[src/rtl/controlador_posse.sv]
// Basketball shot-clock controller: countdown FSM with pause, reload,
// possession change and a tick-timed expiry buzzer.
module controlador_posse #(
  parameter int unsigned TEMPO_POSSE  = 24,
  parameter int unsigned TEMPO_REBOTE = 14,
  parameter int unsigned BUZZER_TICKS = 2
) (
  input  logic       clock,
  input  logic       reset,
  input  logic       tick,
  input  logic       iniciar,
  input  logic       pausar,
  input  logic       recarregar_24,
  input  logic       recarregar_14,
  input  logic       trocar_posse,
  output logic [4:0] tempo,
  output logic       buzzer,
  output logic       posse,
  output logic [1:0] estado,
  output logic       rodando
);

  localparam logic [1:0] PARADO   = 2'b00;
  localparam logic [1:0] CONTANDO = 2'b01;
  localparam logic [1:0] PAUSADO  = 2'b10;
  localparam logic [1:0] ESGOTADO = 2'b11;

  localparam logic [4:0] POSSE_T  = 5'(TEMPO_POSSE);
  localparam logic [4:0] REBOTE_T = 5'(TEMPO_REBOTE);
  localparam logic [3:0] BZ_T     = 4'(BUZZER_TICKS);

  logic [1:0] estado_q, estado_d;
  logic [4:0] tempo_q, tempo_d;
  logic       buzzer_q, buzzer_d;
  logic       posse_q, posse_d;
  logic       rodando_q, rodando_d;
  logic [3:0] cnt_q, cnt_d;

  // Events that have no effect in the current state are treated as absent,
  // so they never mask a lower-priority event (e.g. tick in ESGOTADO).
  always_comb begin
    estado_d = estado_q;
    tempo_d  = tempo_q;
    buzzer_d = buzzer_q;
    posse_d  = posse_q;
    cnt_d    = cnt_q;
    if (trocar_posse) begin
      posse_d  = ~posse_q;
      tempo_d  = POSSE_T;
      estado_d = PARADO;
      buzzer_d = 1'b0;
      cnt_d    = '0;
    end else if (recarregar_24 || recarregar_14) begin
      if (recarregar_24) begin
        tempo_d = POSSE_T;
      end else if (tempo_q < REBOTE_T) begin
        tempo_d = REBOTE_T;
      end
      if (estado_q == ESGOTADO) begin
        estado_d = PARADO;
        buzzer_d = 1'b0;
        cnt_d    = '0;
      end
    end else begin
      case (estado_q)
        PARADO: begin
          if (iniciar) estado_d = CONTANDO;
        end
        CONTANDO: begin
          if (pausar) begin
            estado_d = PAUSADO;
          end else if (tick) begin
            if (tempo_q > 5'd1) begin
              tempo_d = tempo_q - 5'd1;
            end else begin
              tempo_d  = '0;
              estado_d = ESGOTADO;
              buzzer_d = 1'b1;
              cnt_d    = '0;
            end
          end
        end
        PAUSADO: begin
          if (iniciar) estado_d = CONTANDO;
        end
        default: begin
          if (tick && buzzer_q) begin
            cnt_d = cnt_q + 4'd1;
            if (cnt_q + 4'd1 == BZ_T) buzzer_d = 1'b0;
          end
        end
      endcase
    end
    rodando_d = (estado_d == CONTANDO);
  end

  always_ff @(posedge clock or posedge reset) begin
    if (reset) begin
      estado_q  <= PARADO;
      tempo_q   <= POSSE_T;
      buzzer_q  <= 1'b0;
      posse_q   <= 1'b0;
      rodando_q <= 1'b0;
      cnt_q     <= '0;
    end else begin
      estado_q  <= estado_d;
      tempo_q   <= tempo_d;
      buzzer_q  <= buzzer_d;
      posse_q   <= posse_d;
      rodando_q <= rodando_d;
      cnt_q     <= cnt_d;
    end
  end

  assign tempo   = tempo_q;
  assign buzzer  = buzzer_q;
  assign posse   = posse_q;
  assign estado  = estado_q;
  assign rodando = rodando_q;

endmodule

[config.mk]
export PLATFORM = sky130hd
export DESIGN_NAME = controlador_posse
export DESIGN_NICKNAME = d
export VERILOG_FILES = /design/src/rtl/controlador_posse.sv
export SDC_FILE = /design/constraint.sdc
export NUM_CORES = 1
export LEC_CHECK = 0
export ABC_AREA = 0
export ABC_CLOCK_PERIOD_IN_PS = 1900
export CAP_MARGIN = 40
export CORE_UTILIZATION = 35
export CTS_CLUSTER_DIAMETER = 40
export CTS_CLUSTER_SIZE = 12
export DETAILED_ROUTE_END_ITERATION = 6
export PLACE_DENSITY_LB_ADDON = 0.3
export SYNTH_ARGS = -nofsm -noshare
export SYNTH_HDL_FRONTEND = slang
export SYNTH_SLANG_ARGS = --single-unit
[constraint.sdc]
create_clock -name clock -period 1.9 [get_ports clock]
set_input_delay 0.475 -clock clock [delete_from_list [all_inputs] [get_ports clock]]
set_output_delay 0.475 -clock clock [all_outputs]
set_load 0.02 [all_outputs]
# Word level (Yosys, flattened, before mapping)
# Index checks and enable logic that the tools add are counted.
[totals] inputBits=8 word_cells=67 reg_bits=14
[op_classes] n_addsub=2 magnitude_cmp=2 reduce_logical=11 n_eq_ne=12 n_bitwise=1 mux=33
[ops] cell="$mux 5" count=8
[ops] cell="$mux 4" count=7
[ops] cell="$mux 2" count=7
[ops] cell="$ne 4x4->1 const B" count=3
[ops] cell="$mux 1" count=8
[ops] cell="$pmux 4 s2" count=1
[ops] cell="$reduce_bool 4->1" count=2
[ops] cell="$reduce_and 7->1" count=1
[ops] cell="$ne 3x1->1 const B" count=2
[ops] cell="$reduce_and 6->1" count=1
[ops] cell="$reduce_bool 3->1" count=2
[ops] cell="$gt 5x1->1 const B" count=1
[ops] cell="$lt 5x4->1 const B" count=1
[ops] cell="$sub 5x1->5 const B" count=1
[ops] cell="$add 4x1->4 const B" count=1
[ops] cell="$eq 2x1->1 const B" count=2
[ops] cell="$eq 2x2->1 const B" count=2
[ops] cell="$eq 4x2->1 const B" count=1
[ops] cell="$ne 4x3->1 const B" count=1
[ops] cell="$pmux 2 s2" count=1
[ops] cell="$reduce_and 4->1" count=1
[ops] cell="$ne 3x2->1 const B" count=1
[ops] cell="$logic_not 2->1" count=1
[ops] cell="$pmux 1 s2" count=1
[ops] cell="4 further kinds" count=4

# Depth between registers and ports, before layout
# Gate-level depths: netlist of the first run.
[logic_depth] ltp_word=8 mapped_depth=6 mapped_depth_nobuf=6

# Worst setup path after synthesis of the first run
# No wires, ideal clock.
[synth_timing] kind="flip-flop to flip-flop" startpoint="register tempo_q[1] (netlist: tempo[1])" endpoint="register buzzer_q (netlist: buzzer)" path_stages_with_launch=7 arrival_time_ps=1628 n_path_buf=0 period_less_slack_ps=1753 slack_ps=147 required_ps=1775 cell_sequence="dfrtp_1 inv_1 ha_1 o21bai_1 nand3_1 a32oi_2 mux2_2"
[synth_between] elab_chain_cells=3
[synth_rtl] element="start, declared" line="33" rtl="logic [4:0] tempo_q, tempo_d;"
[synth_rtl] element="start signal, assigned" line="107" rtl="tempo_q <= tempo_d;"
[synth_rtl] element="$gt 5x1->1" line="73" rtl="if (tempo_q > 5'd1) begin"
[synth_rtl] element="$ne 4x4->1 (no source line)"
[synth_rtl] element="$reduce_and 7->1 (no source line)"
[synth_rtl] element="end signal, assigned" line="108" rtl="buzzer_q <= buzzer_d;"
[synth_rtl] element="end, declared" line="34" rtl="logic buzzer_q, buzzer_d;"
# Every way passes these cells.
# A chain may end at the register's enable or synchronous reset.

# Final worst setup path of the first run
[layout_timing] startpoint="register estado_q[0] (netlist: estado[0])" endpoint="output estado[0]"
[layout_lines] element="start, declared" line="32" rtl="logic [1:0] estado_q, estado_d;"
[layout_lines] element="start signal, assigned" line="106" rtl="estado_q <= estado_d;"
[layout_lines] element="end, declared" line="19" rtl="output logic [1:0] estado,"
# No word-level cell between the ends.

==> results.toml, run 1 <==
[sta]
final.setup.tns_ns = 0
hold-worst-slack_ns = 0.467
finalMaxSlewViolations = 0
tightest_slew_ns = 0.584
setup_repair_after_global_routing_missed_its_margin = "false"
report.final.setup_viol = 0
fin_crit_sh_pct = 97.6
skew_ns = 0.00637
maxSlewHeadroom_pct = 61.1
fmaxAchievable_mhz = 539
hold_viol = 0
final_period_minus_worst_setup_slack_ns = 1.85

[cells_and_area]
num-nets-final = 143
num_antenna_cells = 0
final_core_util_pct = 54.1
final_cell_area_um2 = 1240
layout-drive-gt1-share_pct = 24.0
syn_to_final_growth_pct = 39.9

[status]
outcome = "completed"

[routing]
wl_met3_um = 74
detailedRoute.firstIterationViolations = 24
drt-met1-wl_um = 1190
drt-pass1-iter-count = 4
drc = 0
detail_route.wl_per_cell_um = 16.1
top_layer = "met4"
avgViaCountPerCell = 5.77
routed_antenna_nets = 0
route.vias.total = 906
met2RoutedLength_um = 1220
detail_route.wirelength_um = 2520

[logic_synthesis]
synth_edf_count = 0
yosys-mux-area-fraction_pct = 3.80
synth_xor_xnor_area_share_pct = 1.97
synth_commonest_cells = "dfrtp_1, inv_1, nand2_1"
postSynthCellCount = 94
post_synthesis_share_of_cell_area_spent_on_and_or_nand_and_nor_gates_pct = 20.7
share_of_synthesized_area_occupied_by_flip_flops_and_latches_pct = 39.7
synth_area_leaders = "dfrtp_1, dfstp_2, ha_1, inv_1, a32oi_2"
async_flop_share_pct = 100
netlist.top_cell.by_area = "dfrtp_1"
synth_compound_area_share_pct = 23.1
synth_seq_cells = 14
post-synth-top-area-fraction_pct = 33.8
main_combinational_cell_family_by_area_after_synthesis = "compound AO/OA/AOI/OAI gates"
syn_nets = 106
ys_types = 36
mapped_cell_area_um2 = 888
synth.avg_cell_area_um2 = 9.45
yosysWarnings = 0
ys_dominant_reg_cell = "dfrtp_1"
post_synth_fa_ha_maj_area_fraction_pct = 5.63

[clock_tree]
clkSlewWorstSetupHoldPaths_ns = 0.08
clock_sinks = 14
clockRootBuffer = "clkbuf_4"
ctsHoldBuffers = 0
clock_insertion_delay_worst_skew_ns = 0.28
cts_tree = "built"
post-cts-setup-buffer-count = 0
clock_path_buffers = 2
htree_levels = 1
cts_made_buffers = 3

[pwr]
power.leakage_nw = 0.573
power-per-cell-area_nw_per_um2 = 607
power_w = 0.000755
vdd.ir_drop.worst_uv = 404

[min_path]
min_path_type = "flip-flop to flip-flop"

[setup_path]
crit_path_top_delay_cell = "clkdlybuf4s50_1"
crit_buf_inv = 1
critPathKind = "flip-flop to output pin"
start_kind = "flip-flop"
required_time_at_the_endpoint_of_the_critical_path_ns = 1.42
worst_path_dominant_cell_family = "buffers and inverters"
setup.worst_path.end_class = "output pin"
crit_path_cell_trace = "clkdlybuf4s50_1"
critical_path_arrival_ns = 1.38
critical_path_peak_fanout = 7
crit_path_max_incr_delay_ns = 0.64

[placement]
gp_routability_congestion = 0.874
buffer_ports.inserted = 17
dpl.hpwl_um = 1910
placedInstanceArea_um2 = 1210

[grt]
via_count_of_the_first_global_routing_pass = 899
grt_pass1_wl_um = 3930
gr-total-overflow = 0
grt_use_total_pct = 20.0
largest_net_degree_at_the_start_of_global_routing = 15
antenna_found_initial = 0

[floorplanning]
chipHeight_um = 52.4
fp.dieArea_um2 = 2740
core_area_um2 = 2300
floorplan.initialDensity_pct = 38.7
die_w_um = 52.4
placementRows = 17
num_io_pins = 18

[run]
cap_violations = 0
timing repair:
item                                    4_1_cts  5_1_grt
hold endpoints to repair                      0        0
endpoints found under the setup margin        3        5
gates resized for setup                       4        4
pin swaps                                     0        1
sequential cells by signal, indices dropped and copies added (netlist names):
name     flops
tempo        5
cnt_q        4
estado       2
buzzer       1
posse        1
rodando      1
per-stage QoR:
step | cells | setup WS (ns)
6_report | 157 | 0.0455
5_1_grt | 157 | 0.00834
4_1_cts | 157 | 0.00622
3_5_place_dp | 154 | -0.346
3_3_place_gp | 154 | -0.203
2_1_floorplan | 94 | 0.147
metal layers:
layer / GRT usage, % / up-vias
met2: 34.0 / 22
met3: 2.90 / 4
met1: 24.1 / 457
met5: 0 / -
met4: 10.1 / 0
li1: - / 423
path summary, 6_finish.rpt:
check | from | endpoint | slack [ns] | cells after the start
hold reg to reg | posse | posse | 0.47 | 1
max in group asynchronous | reset | tempo[1] | 0.94 | 2
setup reg to reg | tempo[1] | buzzer | 0.13 | 6
min in group asynchronous | reset | cnt_q[3] | 0.55 | 2
hold / removal | posse | posse | 0.47 | 1
setup / recovery | estado[0] | estado[0] | 0.05 | 1
layout by cell type, fill, tap and decap left out, drive strengths merged, types with 3 or more instances in the layout:
master         synthesis  layout
ha                     4       4
inv                   12      12
mux2                   3       3
o21ai                  5       5
dfrtp                 12      12
nand3                  6       6
nand2                  8       8
a21oi                  3       3
clkdlybuf4s50          0      13
clkbuf                 0       3
nor2                   5       5
and3                   4       4
buf                    0      15
a32oi                  3       3
power breakdown:
group	switching, W	internal, W	leakage, nW
Clock	0.0000989	0.0000736	0.0138
Sequential	0.0000289	0.000327	0.182
Combinational	0.000115	0.000111	0.378
Total	0.000243	0.000511	0.573
area by class of cell:
| type | instances | area [um^2] |
|---|---|---|
| multi-input cells | 68 | 500 |
| well taps | 28 | 35.0 |
| inverters | 12 | 45.0 |
| flip-flops and latches | 14 | 354 |
| repair buffers | 32 | 285 |
| fillers | 212 | 1050 |
| clock buffers | 3 | 22.5 |
kinds of logic (layout without fill, tap and decap cells):
logic type / count (synthesis) / after routing
and+or+nand+nor: 33 / 33
adders and majority gates: 4 / 4
AOI/OAI and AO/OA: 26 / 26
DFF: 14 / 14
buffers and inverters: 12 / 47
xor gates and xnor gates: 2 / 2
muxes: 3 / 3
Note: power is estimated with default switching activity, not from simulation.
==> run 2, diff against run 1 <==
CTS_CLUSTER_DIAMETER = unset   (was 40)
==> results of run 2 <==
Final layout, timing and power as in run 1 (identical DEF).
==> run 3, diff against run 2 <==
SLEW_MARGIN = 10   (was unset)
==> results of run 3 <==
Final layout, timing and power as in run 1 (identical DEF).
